--- src/rtl/door_input_conditioner.sv ---
// Conditions the garage-door button and limit-switch contacts: two-flop sync, per-channel
// debounce, a one-shot press pulse and a registered both-limits fault flag.

module door_input_conditioner_ch #(
    parameter int DB_CYCLES = 16,
    parameter int CNT_W     = 5
) (
    input  logic Clock,
    input  logic Reset,
    input  logic raw_i,
    output logic deb_o
);
    localparam logic [CNT_W-1:0] CNT_MAX = CNT_W'(DB_CYCLES - 1);

    logic             ff1_q, ff2_q;
    logic             deb_q, deb_d;
    logic [CNT_W-1:0] cnt_q, cnt_d;

    // Any sample agreeing with the accepted level drops the count back to zero.
    always_comb begin
        cnt_d = '0;
        deb_d = deb_q;
        if (ff2_q != deb_q) begin
            if (cnt_q == CNT_MAX) begin
                deb_d = ff2_q;
            end else begin
                cnt_d = cnt_q + 1'b1;
            end
        end
    end

    always_ff @(posedge Clock) begin
        if (Reset) begin
            ff1_q <= 1'b0;
            ff2_q <= 1'b0;
            cnt_q <= '0;
            deb_q <= 1'b0;
        end else begin
            ff1_q <= raw_i;
            ff2_q <= ff1_q;
            cnt_q <= cnt_d;
            deb_q <= deb_d;
        end
    end

    assign deb_o = deb_q;
endmodule

module door_input_conditioner #(
    parameter int DB_CYCLES = 16,
    parameter int CNT_W     = 5
) (
    input  logic Clock,
    input  logic Reset,
    input  logic ButtonRaw,
    input  logic UpperRaw,
    input  logic LowerRaw,
    output logic Button,
    output logic UpperLS,
    output logic LowerLS,
    output logic FaultLS
);
    localparam int NUM_CH = 3;
    localparam int CH_BTN = 0;
    localparam int CH_UP  = 1;
    localparam int CH_LO  = 2;

    typedef enum logic {IDLE, ARMED} state_e;

    logic [NUM_CH-1:0] raw;
    logic [NUM_CH-1:0] deb;
    state_e            state_q, state_d;
    logic              button_q, button_d;
    logic              fault_q, fault_d;

    assign raw = {LowerRaw, UpperRaw, ButtonRaw};

    for (genvar g = 0; g < NUM_CH; g++) begin : g_ch
        door_input_conditioner_ch #(
            .DB_CYCLES(DB_CYCLES),
            .CNT_W    (CNT_W)
        ) u_ch (
            .Clock(Clock),
            .Reset(Reset),
            .raw_i(raw[g]),
            .deb_o(deb[g])
        );
    end

    // ARMED holds off further pulses until a debounced release is seen.
    always_comb begin
        state_d  = state_q;
        button_d = 1'b0;
        unique case (state_q)
            IDLE: begin
                if (deb[CH_BTN]) begin
                    button_d = 1'b1;
                    state_d  = ARMED;
                end
            end
            ARMED: begin
                if (!deb[CH_BTN]) state_d = IDLE;
            end
            default: state_d = IDLE;
        endcase
    end

    assign fault_d = deb[CH_UP] & deb[CH_LO];

    always_ff @(posedge Clock) begin
        if (Reset) begin
            state_q  <= IDLE;
            button_q <= 1'b0;
            fault_q  <= 1'b0;
        end else begin
            state_q  <= state_d;
            button_q <= button_d;
            fault_q  <= fault_d;
        end
    end

    assign Button  = button_q;
    assign UpperLS = deb[CH_UP];
    assign LowerLS = deb[CH_LO];
    assign FaultLS = fault_q;
endmodule

--- config.mk ---
export PLATFORM = sky130hd
export DESIGN_NAME = door_input_conditioner
export DESIGN_NICKNAME = d
export VERILOG_FILES = /design/src/rtl/door_input_conditioner.sv
export SDC_FILE = /design/constraint.sdc
export NUM_CORES = 1
export LEC_CHECK = 0
export CAP_MARGIN = 10
export CORE_MARGIN = 1.5
export CORE_UTILIZATION = 31
export CTS_CLUSTER_SIZE = 40
export DETAILED_ROUTE_END_ITERATION = 7
export PLACE_DENSITY_LB_ADDON = 0.25
export SYNTH_ARGS = -nofsm -noshare
export SYNTH_HDL_FRONTEND = slang
export SYNTH_SLANG_ARGS = --single-unit
--- constraint.sdc ---
create_clock -name Clock -period 2.9 [get_ports Clock]
set_input_delay 0.435 -clock Clock [delete_from_list [all_inputs] [get_ports Clock]]
set_output_delay 0.435 -clock Clock [all_outputs]
set_load 0.02 [all_outputs]
==> run metrics <==
Starting Density 0.333; CTS sink cnt 27; xor/xnor share of the synthesized area 0.0836; Worst Hold Depth 1; Critical path buffers and inverters 1; Die Area 0.00338 mm2; Hold Vio Cnt, Final 0; TritonCTS clock tree yes; Register-to-Register Path Depth 5; I/O pin cnt 9; Slew Viols, Final 0; synthesized cell area 943 um2; Post-Syn Instances 89; Static Leakage 0.409 nW; Area Growth Syn to Fin 15.0%; first-pass GRT wire length between 2 and 2.5 mm; Overflow after GRT 0; main combinational cell family by area after synthesis simple AND/OR/NAND/NOR gates; crit path launch type flip-flop; Via Count 568; unrepaired setup endpoints after global routing no; PortBufs 8; HPWL after DPL roughly 920 um; critical-path cell list clkdlybuf4s50_1; post-cts resize count 0; Crit-path slowest cell clkdlybuf4s50_1; vias in the first global route around 570; Core ar. 0.00283 mm2; status finished, final reports clean; # diodes 0; Worst setup EP type primary output; Post-CTS Repair Setup Buffers 0; Num CTS Buffers 3; final worst-path cycle share 0.618; yosys warns 0; critical path class flip-flop to primary output; Post-DP Area 0.00106 mm2; Post-Syn Nets 100; Final setup violation count 0; share of layout cells above drive strength 1 0.0600; worst min path class flip-flop to flip-flop; Largest stage delay, worst path 0.64 ns; setup total negative slack 0 ns; fmax 558 MHz; relative slew slack 0.683; worst IR drop on VDD 0.172 mV; fin util 0.383; RePlAce Congestion slightly below 0.7; Avg WL per Cell 9.42 um; CTS H-tree depth 1; syn avg cell area roughly 11 um2; Worst-Margin Slew 0.474 ns; Simple-Gate Fraction of Synth Area 0.204; worst-skew pair later-pin latency around 0.31 ns; Cell Pwr Density 507 mW/mm2; complex-gate fraction of the synthesized area 0; Die X ~58 um; Initial DRC Count 4; Max Root-Sink Buffers 2; synthesized flop and latch total 27; Adder-Cell Fraction of Synth Area 0.0796; Post-synth EDFFs 0; fraction of registers with async set or reset after synthesis 0; initial antenna violation count 0; unique cell type count in the Yosys netlist 13; Site Rows 19; largest net degree at the start of global routing 15; FILL cells 293; DRC viols 0; Final Routed Wirelength 1.23 mm; Worst Clk Skew 0.00450 ns; fin area 0.00108 mm2; ys flop type dfxtp_1; register area share after synthesis 0.573; CTS Hold Bufs 0; post-route ant nets 0; First-pass DRT Iterations 5; die extent in y 58.2 um; CP Max Fanout 4; Worst path depth 1; Top delay family on crit path buffers and inverters; share of synthesized area spent on multiplexers 0.0318; Root Driver clkbuf_4; GRT Total Usage 0.0903; required time of the critical path 2.47 ns; vias per inst 4.34; # nets final 112; clock-pin slew on the worst setup and hold paths 0.13 ns; max cap viols 0; Worst Path Arrival 1.36 ns; final critical-path required period 1.79 ns
## where the power goes
| group | internal, mW | switching [mW] |
|---|---|---|
| registers | 0.376 | 0.00232 |
| clock network | 0.0537 | 0.102 |
| logic | 0.00977 | 0.00645 |
| total | 0.440 | 0.111 |
## per-layer routing
metal  global-route usage  routed length (um)  share of wire
met5                    0                   0              0
met4               0.0498                  16          0.013
met3               0.0246                  61          0.049
met2                0.138                 542           0.44
met1                0.115                 614           0.50
## worst paths after layout
kind,start,end,slack [ns]
worst max register to register,g_ch[0].u_ch.cnt_q[0],g_ch[0].u_ch.cnt_q[3],1.35
worst max-delay path,g_ch[2].u_ch.deb_o,LowerLS,1.11
worst min register to register,state_q,Button,0.40
worst min-delay path,state_q,Button,0.40
## per-stage QoR
| step | worst slack (ns) | total power [mW] | cells | hold slack (ns) |
|---|---|---|---|---|
| global route | 1.05 | 0.578 | 131 | 0.411 |
| CTS | 1.09 | 0.559 | 131 | 0.401 |
| finish | 1.11 | 0.550 | 131 | 0.399 |
| global placement | 1.13 | 0.403 | 127 | 0.372 |
| detailed placement | 1.08 | 0.403 | 127 | 0.382 |
| floorplan | 1.46 | 0.396 | 89 | 0.367 |
## final cells by class
cell class                      instances  area (um2)  area share
Sequential cell                        27         541       0.498
Multi-Input combinational cell         55         377       0.347
Timing Repair Buffer                    8        80.1      0.0738
Tap cell                               31        38.8      0.0358
Clock buffer                            4        26.3      0.0242
Inverter                                6        22.5      0.0208
## registers in the layout, summed over array words and instances (netlist names)
| name | count |
|---|---|
| Button | 1 |
| g_ch.u_ch.ff2_q | 3 |
| g_ch.u_ch.ff1_q | 3 |
| state_q | 1 |
| FaultLS | 1 |
| g_ch.u_ch.cnt_q | 15 |
| g_ch.u_ch.deb_o | 3 |
## Yosys cell counts, types with 3 or more instances
cell / number / area, um2
ha_1: 6 / 75.1
inv_1: 6 / 22.5
or3_4: 3 / 33.8
xnor2_1: 6 / 52.6
nand3_1: 3 / 15.0
dfxtp_1: 27 / 541
mux2i_1: 3 / 30.0
nor2b_1: 8 / 50.1
xor2_1: 3 / 26.3
and3_1: 3 / 18.8
nor2_1: 19 / 71.3
## cells by family after synthesis
kind of cell	after synthesis
DFF	27
and+or+nand+nor	37
xor gates and xnor gates	9
muxes	3
adders and majority gates	6
buffers and inverters	7
## cell usage in the layout (no fill, tap or decap), drive strengths merged
cell type / n
ha: 6
clkdlybuf4s50: 8
clkbuf: 4
xnor2: 6
xor2: 3
and3: 3
inv: 6
or3: 3
nor2: 19
nand3: 3
nand2: 1
nor2b: 8
mux2i: 3
dfxtp: 27
No activity file was read; power rests on OpenSTA's default activity.
